===== src/rtl/sirv_qspi_frame_ctrl.sv =====
`default_nettype none
// ============================================================================
// Module   : sirv_qspi_frame_ctrl
// Purpose  : QSPI frame controller. It turns byte-level link requests into
//            physical-layer micro-ops: CS-to-SCK delay, transfer, inter-
//            transfer delay, SCK-to-CS delay and inter-CS delay. It also
//            drives the chip selects and returns one RX byte per transfer.
// Ports    : clock/reset         core clock, async active-high reset
//            io_link_*           request in (valid/ready/data/cnt/cs_hold),
//                                RX byte out (rx_valid pulse / rx_bits)
//            io_cs_mode/id/dflt  chip-select mode, index, inactive levels
//            io_dly_*            delay lengths in SCK ticks
//            io_port_cs          chip-select lines
//            io_op_*             micro-op port to the physical layer
//            io_rx_valid/bits    physical-layer done level and RX byte
// Revision : 1.0 - initial release
// ============================================================================
module sirv_qspi_frame_ctrl #(
    parameter int CS_WIDTH    = 1,
    parameter int CS_ID_WIDTH = 1
) (
    input  logic                   clock,
    input  logic                   reset,
    input  logic                   io_link_valid,
    output logic                   io_link_ready,
    input  logic [7:0]             io_link_data,
    input  logic [7:0]             io_link_cnt,
    input  logic                   io_link_cs_hold,
    output logic                   io_link_rx_valid,
    output logic [7:0]             io_link_rx_bits,
    input  logic [1:0]             io_cs_mode,
    input  logic [CS_ID_WIDTH-1:0] io_cs_id,
    input  logic [CS_WIDTH-1:0]    io_cs_dflt,
    input  logic [7:0]             io_dly_cssck,
    input  logic [7:0]             io_dly_sckcs,
    input  logic [7:0]             io_dly_intercs,
    input  logic [7:0]             io_dly_interxfr,
    output logic [CS_WIDTH-1:0]    io_port_cs,
    output logic                   io_op_valid,
    input  logic                   io_op_ready,
    output logic                   io_op_fn,
    output logic                   io_op_stb,
    output logic [7:0]             io_op_cnt,
    output logic [7:0]             io_op_data,
    input  logic                   io_rx_valid,
    input  logic [7:0]             io_rx_bits
);

    localparam logic [1:0] MODE_HOLD = 2'd2;
    localparam logic [1:0] MODE_OFF  = 2'd3;

    typedef enum logic [2:0] {
        S_IDLE     = 3'd0,
        S_CSSCK    = 3'd1,
        S_XFER     = 3'd2,
        S_INTERXFR = 3'd3,
        S_WAIT     = 3'd4,
        S_SCKCS    = 3'd5,
        S_CSOFF    = 3'd6,
        S_INTERCS  = 3'd7
    } state_e;

    state_e                 state_q, state_d;
    logic                   cs_act_q, cs_act_d;
    logic                   hold_q, hold_d;
    logic                   rx_pending_q, rx_pending_d;
    logic [CS_ID_WIDTH-1:0] cs_id_q, cs_id_d;
    logic                   rx_valid_q;
    logic [7:0]             rx_bits_q;

    logic                   w_xfer_fire;
    logic                   w_rx_capture;
    logic                   w_mode_off;
    logic                   w_mode_auto;
    logic [CS_WIDTH-1:0]    w_cs_sel;

    // Mode encoding 1 behaves as AUTO, so AUTO is simply "bit 1 clear".
    assign w_mode_off  = (io_cs_mode == MODE_OFF);
    assign w_mode_auto = ~io_cs_mode[1];

    // One-hot decode of the captured CS index; indices beyond CS_WIDTH
    // select nothing.
    for (genvar g = 0; g < CS_WIDTH; g++) begin : g_cs_sel
        assign w_cs_sel[g] = (cs_id_q == CS_ID_WIDTH'(g));
    end

    // Purely a function of async-reset registers, so CS returns to its
    // inactive level the moment reset asserts.
    assign io_port_cs = io_cs_dflt ^ (cs_act_q ? w_cs_sel : '0);

    always_comb begin
        state_d       = state_q;
        cs_act_d      = cs_act_q;
        hold_d        = hold_q;
        cs_id_d       = cs_id_q;
        io_op_valid   = 1'b0;
        io_op_fn      = 1'b0;
        io_op_stb     = 1'b0;
        io_op_cnt     = 8'd0;
        io_op_data    = 8'd0;
        io_link_ready = 1'b0;
        w_xfer_fire   = 1'b0;

        case (state_q)
            S_IDLE: begin
                cs_act_d = 1'b0;
                if (io_link_valid) begin
                    cs_id_d = io_cs_id;
                    if (w_mode_off) begin
                        state_d = S_XFER;
                    end else begin
                        cs_act_d = 1'b1;
                        state_d  = S_CSSCK;
                    end
                end
            end
            S_CSSCK: begin
                io_op_valid = 1'b1;
                io_op_fn    = 1'b1;
                io_op_stb   = 1'b1;
                io_op_cnt   = io_dly_cssck;
                if (io_op_ready) state_d = S_XFER;
            end
            S_XFER: begin
                io_op_valid   = io_link_valid;
                io_op_stb     = 1'b1;
                io_op_cnt     = io_link_cnt;
                io_op_data    = io_link_data;
                io_link_ready = io_op_ready;
                if (io_link_valid && io_op_ready) begin
                    w_xfer_fire = 1'b1;
                    hold_d      = io_link_cs_hold;
                    if (w_mode_off) begin
                        // IDLE never keeps CS asserted.
                        cs_act_d = 1'b0;
                        state_d  = S_IDLE;
                    end else if ((io_cs_mode == MODE_HOLD) || io_link_cs_hold) begin
                        state_d = S_INTERXFR;
                    end else begin
                        state_d = S_SCKCS;
                    end
                end
            end
            S_INTERXFR: begin
                io_op_valid = 1'b1;
                io_op_fn    = 1'b1;
                io_op_cnt   = io_dly_interxfr;
                if (io_op_ready) state_d = S_WAIT;
            end
            S_WAIT: begin
                // A new byte wins over releasing the chip select.
                if (io_link_valid) begin
                    state_d = S_XFER;
                end else if (w_mode_off || (w_mode_auto && !hold_q)) begin
                    state_d = S_SCKCS;
                end
            end
            S_SCKCS: begin
                io_op_valid = 1'b1;
                io_op_fn    = 1'b1;
                io_op_cnt   = io_dly_sckcs;
                if (io_op_ready) state_d = S_CSOFF;
            end
            S_CSOFF: begin
                // Release CS only once the SCK-to-CS delay has fully run out.
                if (io_op_ready) begin
                    cs_act_d = 1'b0;
                    state_d  = S_INTERCS;
                end
            end
            S_INTERCS: begin
                io_op_valid = 1'b1;
                io_op_fn    = 1'b1;
                io_op_cnt   = io_dly_intercs;
                if (io_op_ready) state_d = S_IDLE;
            end
            default: begin
                state_d  = S_IDLE;
                cs_act_d = 1'b0;
            end
        endcase
    end

    // The previous transfer's byte may be collected on the same edge a new
    // transfer is accepted; the new transfer's pending flag must survive.
    assign w_rx_capture = rx_pending_q && io_op_ready && io_rx_valid;

    always_comb begin
        rx_pending_d = rx_pending_q;
        if (w_rx_capture) rx_pending_d = 1'b0;
        if (w_xfer_fire)  rx_pending_d = 1'b1;
    end

    always_ff @(posedge clock or posedge reset) begin
        if (reset) begin
            state_q      <= S_IDLE;
            cs_act_q     <= 1'b0;
            hold_q       <= 1'b0;
            rx_pending_q <= 1'b0;
            cs_id_q      <= '0;
            rx_valid_q   <= 1'b0;
            rx_bits_q    <= 8'd0;
        end else begin
            state_q      <= state_d;
            cs_act_q     <= cs_act_d;
            hold_q       <= hold_d;
            rx_pending_q <= rx_pending_d;
            cs_id_q      <= cs_id_d;
            rx_valid_q   <= w_rx_capture;
            if (w_rx_capture) rx_bits_q <= io_rx_bits;
        end
    end

    assign io_link_rx_valid = rx_valid_q;
    assign io_link_rx_bits  = rx_bits_q;

endmodule
`default_nettype wire


===== config.mk =====
export PLATFORM = sky130hd
export DESIGN_NAME = sirv_qspi_frame_ctrl
export DESIGN_NICKNAME = d
export VERILOG_FILES = /design/src/rtl/sirv_qspi_frame_ctrl.sv
export SDC_FILE = /design/constraint.sdc
export NUM_CORES = 1
export LEC_CHECK = 0
export CELL_PAD_IN_SITES_DETAIL_PLACEMENT = 1
export CELL_PAD_IN_SITES_GLOBAL_PLACEMENT = 2
export CORE_UTILIZATION = 19
export CTS_CLUSTER_DIAMETER = 150
export DETAILED_ROUTE_END_ITERATION = 12
export PLACE_DENSITY_LB_ADDON = 0.1
export SKIP_LAST_GASP = 1
export SLEW_MARGIN = 20
export SYNTH_ARGS = -nofsm -noshare
export SYNTH_HDL_FRONTEND = slang
export SYNTH_SLANG_ARGS = --single-unit
export TNS_END_PERCENT = 20

===== constraint.sdc =====
create_clock -name clock -period 4 [get_ports clock]
set_clock_uncertainty 0.2 [all_clocks]
set_input_delay 1.2 -clock clock [delete_from_list [all_inputs] [get_ports clock]]
set_output_delay 1.2 -clock clock [all_outputs]
set_load 0.02 [all_outputs]

==> results of run 1 <==
==> cell type report <==
type	instances	area share, %
sequential	16	17.16
clock buffer	4	2.359
tap	77	4.129
timing repair buffer	102	43.06
multi-input combinational	95	32.49
inverter	5	0.8043
==> registers in the layout (all words and copies together), names as in the netlist <==
name,flops
io_link_rx_bits,8
state_q,3
cs_act_q,1
cs_id_q,1
hold_q,1
io_link_rx_valid,1
rx_pending_q,1
==> cell usage in the layout, fill, tap and decap left out, types with 3 or more instances in the layout <==
cell type                         netlist  layout
sky130_fd_sc_hd__a21oi_1                3       3
sky130_fd_sc_hd__a22oi_1                4       4
sky130_fd_sc_hd__a22oi_2                4       4
sky130_fd_sc_hd__and3_1                 8       8
sky130_fd_sc_hd__buf_4                  4       7
sky130_fd_sc_hd__clkbuf_8               0       4
sky130_fd_sc_hd__clkdlybuf4s50_1        0      93
sky130_fd_sc_hd__dfrtp_1               16      16
sky130_fd_sc_hd__inv_1                  4       4
sky130_fd_sc_hd__mux2_2                11      11
sky130_fd_sc_hd__mux2_4                 5       5
sky130_fd_sc_hd__mux2i_1                8       8
sky130_fd_sc_hd__nand2_1                7       7
sky130_fd_sc_hd__nand3b_1               3       3
sky130_fd_sc_hd__nor2_1                 4       4
sky130_fd_sc_hd__nor2b_1                3       3
sky130_fd_sc_hd__o21ai_0                4       4
sky130_fd_sc_hd__o22ai_1                8       8
==> path summary, 6_finish.rpt <==
kind,endpoint,slack (ns),cells past startpoint,start
setup / recovery,io_op_cnt[2],-0.08,5,io_dly_interxfr[2]
hold / removal,cs_id_q$_DFFE_PP0P_,0.29,1,cs_id_q$_DFFE_PP0P_
setup reg to reg,state_q[1]$_DFFE_PP0P_,1.98,5,state_q[1]$_DFFE_PP0P_
hold reg to reg,cs_id_q$_DFFE_PP0P_,0.29,1,cs_id_q$_DFFE_PP0P_
max in group asynchronous,io_link_rx_bits[2]$_DFFE_PP0P_,2.07,2,reset
min in group asynchronous,cs_act_q$_DFFE_PP0P_,1.13,2,reset
==> logic make-up (layout without fill, tap and decap cells) <==
logic type | after synthesis | count (layout)
and+or+nand+nor | 36 | 36
muxes | 25 | 25
buffers and inverters | 17 | 111
xor gates and xnor gates | 2 | 2
DFF | 16 | 16
AOI/OAI and AO/OA | 32 | 32
==> power groups by stage <==
stage          sequential [W]  combinational, W  clock [W]
3_3_place_gp         0.000340           0.00111          0
5_1_grt              0.000359           0.00119   0.000154
6_report             0.000337           0.00110   0.000141
4_1_cts              0.000343           0.00112   0.000147
3_5_place_dp         0.000345           0.00112          0
2_1_floorplan        0.000329          0.000676          0
==> routing by layer <==
layer	up-vias	share of wire [%]	routed length [µm]
li1	661	-	-
met1	648	41	1776
met2	48	53	2317
met3	2	5.6	247
met4	0	0.91	40
met5	-	0	0
==> stage by stage <==
| stage | utilization (%) | worst slack (ns) | TNS (ns) | cells |
|---|---|---|---|---|
| floorplan | - | 0.7309 | 0 | 128 |
| finish | 36.54 | -0.08467 | -0.3000 | 299 |
| global placement | 35.66 | -0.07664 | -0.3586 | 295 |
| CTS | 36.50 | -0.09983 | -0.4572 | 299 |
| global route | 36.54 | -0.1253 | -0.6481 | 299 |
| detailed placement | 35.66 | -0.1376 | -0.5222 | 295 |
==> what timing repair did <==
| action | in CTS | in global routing |
|---|---|---|
| setup endpoints to repair | 8 | 8 |
| buffers inserted | 0 | 0 |
| gates resized for setup | 1 | 1 |
==> results.json, run 1 <==
{
  "wl_per_cell_um": 14.66,
  "worst_slew_margin_rel_pct": 48.18,
  "top_level_ports": 96,
  "power.share.combinational_pct": 69.8,
  "global_route.usage.met3_pct": 1.889,
  "post_synthesis_share_of_cell_area_spent_on_and_or_nand_and_nor_gates_pct": 17.11,
  "cell_type_with_the_highest_occurrence_count_on_the_critical_path": "sky130_fd_sc_hd__clkdlybuf4s50_1",
  "synth_mux_area_share_pct": 23.08,
  "ys_seq_elements": 16,
  "critical_path.cell_chain": "clkdlybuf4s50_1 -> mux2_2 -> a22oi_1 -> o22ai_1 -> clkdlybuf4s50_1",
  "synth_async_sr_flop_share_pct": 100.0,
  "areaGrowthSynthToFinish_pct": 85.57,
  "path_clk_slew_ns": 0.06,
  "final-setup-viol-count": 6,
  "yosys-top-cells-area": "sky130_fd_sc_hd__dfrtp_1 32%, sky130_fd_sc_hd__mux2_2 9.9%, sky130_fd_sc_hd__mux2i_1 6.4%",
  "syn_nets": 194,
  "core_area_um2": 6386,
  "use_met1_pct": 15.67,
  "rsz0062_at_grt": "true",
  "power_switching_share_pct": 43.10,
  "grt.met2_usage_pct": 24.29,
  "post-dp-hpwl_mm": 3.567,
  "seq_area_frac_synth_pct": 31.84,
  "cp_data_arrival_time_ns": 2.68,
  "total_leakage_power_nw": 0.9709,
  "cts.hold.buffers_added": 0,
  "yosys_most_used_dff": "sky130_fd_sc_hd__dfrtp_1",
  "combinational_family_with_the_most_area_after_synthesis": "multiplexers",
  "cts_root_buffer": "sky130_fd_sc_hd__clkbuf_8",
  "cts_num_sinks": 16,
  "clock_power_share_pct": 8.9,
  "synth-compound-area-share_pct": 18.71,
  "tritoncts": "yes",
  "htreeDepth": 1,
  "maxCapViolations": 0,
  "failed_checks": "setup timing",
  "post_synth_fa_ha_maj_area_fraction_pct": 0,
  "post_dp_cell_area_um2": 2277,
  "netlist.area_leader.share_pct": 31.84,
  "cp_data_required_time_ns": 2.60,
  "drive_gt1_share_pct": 16.67,
  "report.power.total_w": 0.001582,
  "post_synth_instance_area_um2": 1257,
  "total_clock_buffers_created_by_cts": 3,
  "hp_class": "flop to flop",
  "postRouteAntennaNets": 0,
  "grt_antenna_before_repair": 0,
  "synth.lib_cells_used.distinct": 37,
  "drt_first_pass_iters": 4,
  "syn_avg_cell_area_um2": 9.824,
  "layout.filler_cells": 735,
  "layout_setup_ws_ns": -0.08467,
  "report.final.slew_viol_count": 0,
  "grt_usage_pct": 13.22,
  "stdcell_area_um2": 2333,
  "die_h_um": 83.35,
  "synth.yosys.warnings": 0,
  "busiest_layer": "met2",
  "gpl.final_weighted_congestion": 0.7250,
  "crit_family": "buffers and inverters",
  "netlist_top_cells_count": "16 x sky130_fd_sc_hd__dfrtp_1, 11 x sky130_fd_sc_hd__mux2_2, 8 x sky130_fd_sc_hd__and3_1, 8 x sky130_fd_sc_hd__mux2i_1, 8 x sky130_fd_sc_hd__o22ai_1",
  "setup.worst_path.end_class": "output pin",
  "fp.dieArea_um2": 6947,
  "synthesized_netlist_cell_count": 128,
  "clkLatencyLatePin_ns": 0.24,
  "final_cycle_utilization_of_the_critical_path_pct": 102.1,
  "status": "complete, but fails checks",
  "via_count_of_the_first_global_routing_pass": 1511,
  "critical_path.max_stage_delay_ns": 0.55,
  "remaining_drc_errors": 0,
  "post-synth-top-area-cell": "sky130_fd_sc_hd__dfrtp_1",
  "hold-worst-slack_ns": 0.2941,
  "worst_ir_drop_vdd_uv": 320.4,
  "antennaDiodeCount": 0,
  "layout.area.seq_um2": 400.4,
  "crit_fanout": 1,
  "numPortBuffers": 95,
  "drt_iter0_drcs": 38,
  "crit_path_top_delay_cell": "sky130_fd_sc_hd__clkdlybuf4s50_1",
  "multi_input_comb_area_um2": 758.2,
  "timing.critical_path.from_type": "primary input",
  "crit_type": "primary input to output pin",
  "detail_route.wirelength_mm": 4.382,
  "clock.fmax_mhz": 244.8,
  "num_vias": 1359,
  "post_synth_edffs": 0,
  "placementRows": 29,
  "synth.most_common_cell": "sky130_fd_sc_hd__dfrtp_1",
  "pwr-share-seq_pct": 21.3,
  "grt_max_degree": 17,
  "cts_buffer_depth": 2,
  "timing.critical_path.buf_inv": 2,
  "fp.dieW_um": 83.35,
  "power_spent_charging_and_discharging_nets_w": 0.0006817,
  "tightest_slew_ns": 0.7772,
  "final-hold-violation-count": 0,
  "intPower_w": 0.0009001,
  "initial_util_pct": 19.69,
  "detail_route.vias_per_cell": 4.545,
  "gr-total-overflow": 0,
  "final_net_count": 289,
  "min_period_ns": 4.085,
  "powerDensity_nw_per_um2": 677.8,
  "synth-xor-area-share_pct": 1.393,
  "grt_pass1_wl_mm": 7.534
}
No activity file was read; power rests on OpenSTA's default activity.
==> inputs of run 2 (changes only) <==
--- a/config.mk
+++ b/config.mk
@@ -7,7 +7,8 @@
 export LEC_CHECK = 0
 export CELL_PAD_IN_SITES_DETAIL_PLACEMENT = 1
 export CELL_PAD_IN_SITES_GLOBAL_PLACEMENT = 2
-export CORE_UTILIZATION = 19
+export CORE_MARGIN = 2
+export CORE_UTILIZATION = 18
 export CTS_CLUSTER_DIAMETER = 150
 export DETAILED_ROUTE_END_ITERATION = 12
 export PLACE_DENSITY_LB_ADDON = 0.1
==> constraint.sdc (replaced) <==
create_clock -name clock -period 4.3 [get_ports clock]
set_clock_uncertainty 0.2 [all_clocks]
set_input_delay 1.29 -clock clock [delete_from_list [all_inputs] [get_ports clock]]
set_output_delay 1.29 -clock clock [all_outputs]
set_load 0.02 [all_outputs]
==> results.json, run 2 (same netlist as run 1, synthesis figures left out) <==
{
  "status": "complete, no violations",
  "r2r-start": "state_q[0]$_DFFE_PP0P_",
  "setup.worst_path.end_class": "output pin",
  "detail_route.vias_per_cell": 4.290,
  "r2r_slack_ns": 2.31,
  "cell_type_with_the_highest_occurrence_count_on_the_critical_path": "sky130_fd_sc_hd__clkdlybuf4s50_1",
  "cts_num_sinks": 16,
  "clock.fmax_mhz": 233.7,
  "mostFrequentLayoutCells": "94 x sky130_fd_sc_hd__clkdlybuf4s50_1, 16 x sky130_fd_sc_hd__dfrtp_1, 11 x sky130_fd_sc_hd__mux2_2",
  "clkLatencyLatePin_ns": 0.24,
  "grt_antenna_before_repair": 0,
  "postRouteAntennaNets": 0,
  "cts_root_buffer": "sky130_fd_sc_hd__clkbuf_8",
  "crit_path_top_delay_cell": "sky130_fd_sc_hd__clkdlybuf4s50_1",
  "grt_pass1_wl_mm": 7.293,
  "critical_path.cell_chain": "clkdlybuf4s50_1 -> mux2i_1 -> nor2_1 -> a31oi_1 -> o22ai_1 -> clkdlybuf4s50_1",
  "final_cycle_utilization_of_the_critical_path_pct": 99.49,
  "hp_class": "flop to flop",
  "grt_max_degree": 17,
  "worst_slew_margin_rel_pct": 59.29,
  "die_h_um": 87.58,
  "critical_path.max_stage_delay_ns": 0.64,
  "post-dp-hpwl_mm": 3.694,
  "finalSetupTns_ns": 0,
  "fp.dieArea_um2": 7670,
  "cp_data_required_time_ns": 2.81,
  "utilization_pct": 34.60,
  "crit_type": "primary input to output pin",
  "top_level_ports": 96,
  "report.power.total_w": 0.001475,
  "remaining_drc_errors": 0,
  "cts.hold.buffers_added": 0,
  "most_frequent_standard_cell_in_the_layout_excluding_fill_and_tap_cells": "sky130_fd_sc_hd__clkdlybuf4s50_1",
  "post-cts-setup-buffers": 0,
  "final-setup-viol-count": 0,
  "initial_util_pct": 18.51,
  "numPortBuffers": 95,
  "core_area_um2": 6794,
  "rsz0062_at_grt": "true",
  "min_period_ns": 4.278,
  "drt_first_pass_iters": 4,
  "antennaDiodeCount": 0,
  "via_count_of_the_first_global_routing_pass": 1536,
  "drive_gt1_share_pct": 16.29,
  "tritoncts": "yes",
  "total_leakage_power_nw": 0.9630,
  "placementRows": 30,
  "grt_usage_pct": 11.70,
  "dpl_worst_slack_ns": 0.003172,
  "cp_data_arrival_time_ns": 2.79,
  "gpl.final_weighted_congestion": 0.7543,
  "layout_setup_ws_ns": 0.02180,
  "worst_ir_drop_vdd_uv": 192.5,
  "final_net_count": 288,
  "areaGrowthSynthToFinish_pct": 86.96,
  "powerDensity_nw_per_um2": 627.6,
  "final-hold-violation-count": 0,
  "finish.cell_count_without_fillers": 317,
  "timing.critical_path.from_type": "primary input",
  "dp_cells": 313,
  "setup.worst_path.start": "io_dly_cssck[6]",
  "total_clock_buffers_created_by_cts": 3,
  "maxCapViolations": 0,
  "num_vias": 1360,
  "htreeDepth": 1,
  "fp.dieW_um": 87.58,
  "report.final.slew_viol_count": 0,
  "postCtsResizedCells": 0,
  "detail_route.wirelength_mm": 4.508,
  "drt_iter0_drcs": 15,
  "timing.hold.worst.start": "io_link_rx_bits[1]$_DFFE_PP0P_",
  "path_clk_slew_ns": 0.06,
  "largest_register_ff_count": 8,
  "tightest_slew_ns": 0.6100,
  "crit_fanout": 1,
  "wl_per_cell_um": 14.22,
  "gr-total-overflow": 0,
  "cts_buffer_depth": 2
}
-- run 2: cell count changes in the layout (fill, tap and decap cells not counted) --
cell	before	now
sky130_fd_sc_hd__buf_4	7	6
sky130_fd_sc_hd__dlygate4sd2_1	1	0
sky130_fd_sc_hd__clkdlybuf4s50_1	93	94
-- run 2: critical path: cells and delay by family --
family          cells  cell delay [ns]
compound gates      2             0.25
mux                 1             0.06
simple gates        1             0.09
buf+inv             2             1.10
-- run 2: final timing paths --
path,cells after the start,end
max,6,io_op_cnt[6]
min,1,io_link_rx_bits[1]$_DFFE_PP0P_
max reg2reg,5,hold_q$_DFFE_PP0P_
min reg2reg,1,io_link_rx_bits[1]$_DFFE_PP0P_
max in group asynchronous,2,io_link_rx_bits[4]$_DFFE_PP0P_
min in group asynchronous,2,io_link_rx_bits[3]$_DFFE_PP0P_
-- run 2: cell type report --
cell class,instances,area (µm²)
Sequential cell,16,400.4
Fill cell,793,4443
Clock buffer,4,55.05
Tap cell,96,120.1
Timing Repair Buffer,101,998.5
Inverter,5,18.77
Multi-Input combinational cell,95,758.2
-- run 2: report_power, final --
group          internal (W)  leakage [nW]  switching (W)
sequential         0.000221         0.196      0.0000890
combinational      0.000533         0.739       0.000502
clock             0.0000810        0.0288      0.0000492
total              0.000836         0.963       0.000640
-- run 2: layer usage --
| metal | wire (µm) | GRT usage, % | up-vias |
|---|---|---|---|
| met1 | 1948 | 15.00 | 652 |
| met5 | 0 | 0 | - |
| li1 | - | - | 658 |
| met2 | 2281 | 20.45 | 48 |
| met3 | 248 | 2.451 | 2 |
| met4 | 29 | 2.098 | 0 |
-- run 2: metrics by stage --
stage                     hold WS [ns]  area, µm²
after floorplan                 0.2551       1257
after global placement          0.2684       2293
after detailed placement        0.2929       2293
after CTS                       0.3119       2349
after global routing            0.3194       2351
final                           0.3056       2351
==> inputs of run 3 (changes only) <==
--- a/config.mk
+++ b/config.mk
@@ -17,4 +17,4 @@
 export SYNTH_ARGS = -nofsm -noshare
 export SYNTH_HDL_FRONTEND = slang
 export SYNTH_SLANG_ARGS = --single-unit
-export TNS_END_PERCENT = 20
+export TNS_END_PERCENT = 50
==> constraint.sdc (replaced) <==
create_clock -name clock -period 4.64 [get_ports clock]
set_clock_uncertainty 0.2 [all_clocks]
set_input_delay 1.392 -clock clock [delete_from_list [all_inputs] [get_ports clock]]
set_output_delay 1.392 -clock clock [all_outputs]
set_load 0.02 [all_outputs]
==> results.json, run 3 (same netlist as run 1, synthesis figures left out) <==
{
  "total_leakage_power_nw": 0.9392,
  "detail_route.wirelength_mm": 4.428,
  "hp_class": "flop to flop",
  "intPower_w": 0.0007645,
  "placementRows": 30,
  "final_cycle_utilization_of_the_critical_path_pct": 97.41,
  "setup.worst_path.end_class": "output pin",
  "largest_register_ff_count": 8,
  "postCtsResizedCells": 0,
  "cts_buffer_depth": 2,
  "cell_type_with_the_highest_occurrence_count_on_the_critical_path": "sky130_fd_sc_hd__clkdlybuf4s50_1",
  "report.power.total_w": 0.001352,
  "htreeDepth": 1,
  "clkLatencyLatePin_ns": 0.25,
  "most_frequent_standard_cell_in_the_layout_excluding_fill_and_tap_cells": "sky130_fd_sc_hd__clkdlybuf4s50_1",
  "mostFrequentLayoutCells": "95 x sky130_fd_sc_hd__clkdlybuf4s50_1, 16 x sky130_fd_sc_hd__dfrtp_1, 11 x sky130_fd_sc_hd__mux2_2",
  "power.share.combinational_pct": 68.6,
  "cts.hold.buffers_added": 0,
  "crit_fanout": 1,
  "status": "complete, no violations",
  "total_clock_buffers_created_by_cts": 3,
  "remaining_drc_errors": 0,
  "wl_per_cell_um": 14.06,
  "fp.dieArea_um2": 7670,
  "report.final.slew_viol_count": 0,
  "initial_util_pct": 18.51,
  "crit_path_top_delay_cell": "sky130_fd_sc_hd__clkdlybuf4s50_1",
  "grt_pass1_wl_mm": 6.831,
  "fp.dieW_um": 87.58,
  "final_net_count": 286,
  "clock_power_share_pct": 9.0,
  "crit_family": "buffers and inverters",
  "power_switching_share_pct": 43.44,
  "clock.fmax_mhz": 221.3,
  "final-hold-violation-count": 0,
  "postRouteAntennaNets": 0,
  "critical_path.cell_chain": "clkdlybuf4s50_1 -> mux2_2 -> a22oi_1 -> o22ai_1 -> clkdlybuf4s50_1",
  "critical_path.max_stage_delay_ns": 0.58,
  "cp_data_required_time_ns": 3.05,
  "post_dp_cell_area_um2": 2278,
  "tightest_slew_ns": 0.7437,
  "powerDensity_nw_per_um2": 579.2,
  "drt_first_pass_iters": 4,
  "worst_slew_margin_rel_pct": 50.42,
  "gpl.final_weighted_congestion": 0.7152,
  "detail_route.vias_per_cell": 4.238,
  "numPortBuffers": 95,
  "finalSetupTns_ns": 0,
  "crit_type": "primary input to output pin",
  "via_count_of_the_first_global_routing_pass": 1451,
  "stdcell_area_um2": 2333,
  "grt_max_degree": 23,
  "top_level_ports": 96,
  "power_spent_charging_and_discharging_nets_w": 0.0005871,
  "num_vias": 1335,
  "drive_gt1_share_pct": 15.53,
  "post-cts-setup-buffers": 0,
  "cp_data_arrival_time_ns": 2.93,
  "post-dp-hpwl_mm": 3.607,
  "core_area_um2": 6794,
  "timing.critical_path.buf_inv": 2,
  "tritoncts": "yes",
  "layout.filler_cells": 764,
  "cts_root_buffer": "sky130_fd_sc_hd__clkbuf_8",
  "cts_num_sinks": 16,
  "die_h_um": 87.58,
  "drt_iter0_drcs": 42,
  "path_clk_slew_ns": 0.06,
  "areaGrowthSynthToFinish_pct": 85.57,
  "timing.critical_path.from_type": "primary input",
  "grt_usage_pct": 11.38,
  "gr-total-overflow": 0,
  "final-setup-viol-count": 0,
  "rsz0062_at_grt": "false",
  "pwr-share-seq_pct": 22.5,
  "worst_ir_drop_vdd_uv": 216.3,
  "min_period_ns": 4.520,
  "maxCapViolations": 0,
  "grt_antenna_before_repair": 0,
  "antennaDiodeCount": 0
}
-- run 3: cell types whose count changed in the layout (fill, tap and decap cells not counted), sizes merged --
| cell | change |
|---|---|
| buf | -2 |
| clkdlybuf4s50 | +1 |
| dlymetal6s2s | -1 |
-- run 3: cell type report --
class	count	area (µm²)	area share, %
Inverter	5	18.77	0.8043
Tap cell	96	120.1	5.147
Multi-Input combinational cell	95	758.2	32.49
Timing Repair Buffer	99	980.9	42.04
Sequential cell	16	400.4	17.16
Clock buffer	4	55.05	2.359
-- run 3: per-stage QoR --
| step | setup WS, ns | instances | hold WS, ns | util (%) |
|---|---|---|---|---|
| 2_1_floorplan | 0.9869 | 128 | 0.2551 | - |
| 5_1_grt | 0.02606 | 315 | 0.3275 | 34.35 |
| 6_report | 0.1203 | 315 | 0.3020 | 34.35 |
| 3_5_place_dp | 0.09823 | 311 | 0.2939 | 33.54 |
| 3_3_place_gp | 0.1484 | 311 | 0.2711 | 33.54 |
| 4_1_cts | 0.09662 | 315 | 0.3094 | 34.35 |
-- run 3: worst reg2reg max path: cells and delay by family, from the launching register on --
family / cells / cell delay, ns
flops: 1 / 0.76
compound gates: 3 / 0.52
buf+inv: 1 / 0.40
simple gates: 1 / 0.12
-- run 3: per-layer routing --
metal	track usage [%]	vias up	part of all wire, %
li1	-	651	-
met2	20.32	50	51
met1	13.05	632	40
met3	3.770	2	8.0
met4	2.937	0	0.77
met5	0	-	0
-- run 3: power by group through the flow --
stage          Clock [W]  Sequential, W  Combinational [W]
2_1_floorplan          0       0.000284           0.000583
3_3_place_gp           0       0.000307           0.000926
3_5_place_dp           0       0.000311           0.000937
4_1_cts         0.000128       0.000308           0.000943
5_1_grt         0.000132       0.000323           0.000999
6_report        0.000121       0.000304           0.000927
-- run 3: final timing paths --
| check | from | endpoint | slack, ns | cells past startpoint |
|---|---|---|---|---|
| worst min register to register | io_link_rx_bits[5]$_DFFE_PP0P_ | io_link_rx_bits[5]$_DFFE_PP0P_ | 0.30 | 1 |
| worst min-delay path | io_link_rx_bits[5]$_DFFE_PP0P_ | io_link_rx_bits[5]$_DFFE_PP0P_ | 0.30 | 1 |
| worst max-delay path | io_link_cnt[5] | io_op_cnt[5] | 0.12 | 5 |
| max in group asynchronous | reset | state_q[1]$_DFFE_PP0P_ | 2.52 | 2 |
| min in group asynchronous | reset | io_link_rx_bits[3]$_DFFE_PP0P_ | 1.32 | 2 |
| worst max register to register | state_q[1]$_DFFE_PP0P_ | state_q[1]$_DFFE_PP0P_ | 2.52 | 5 |
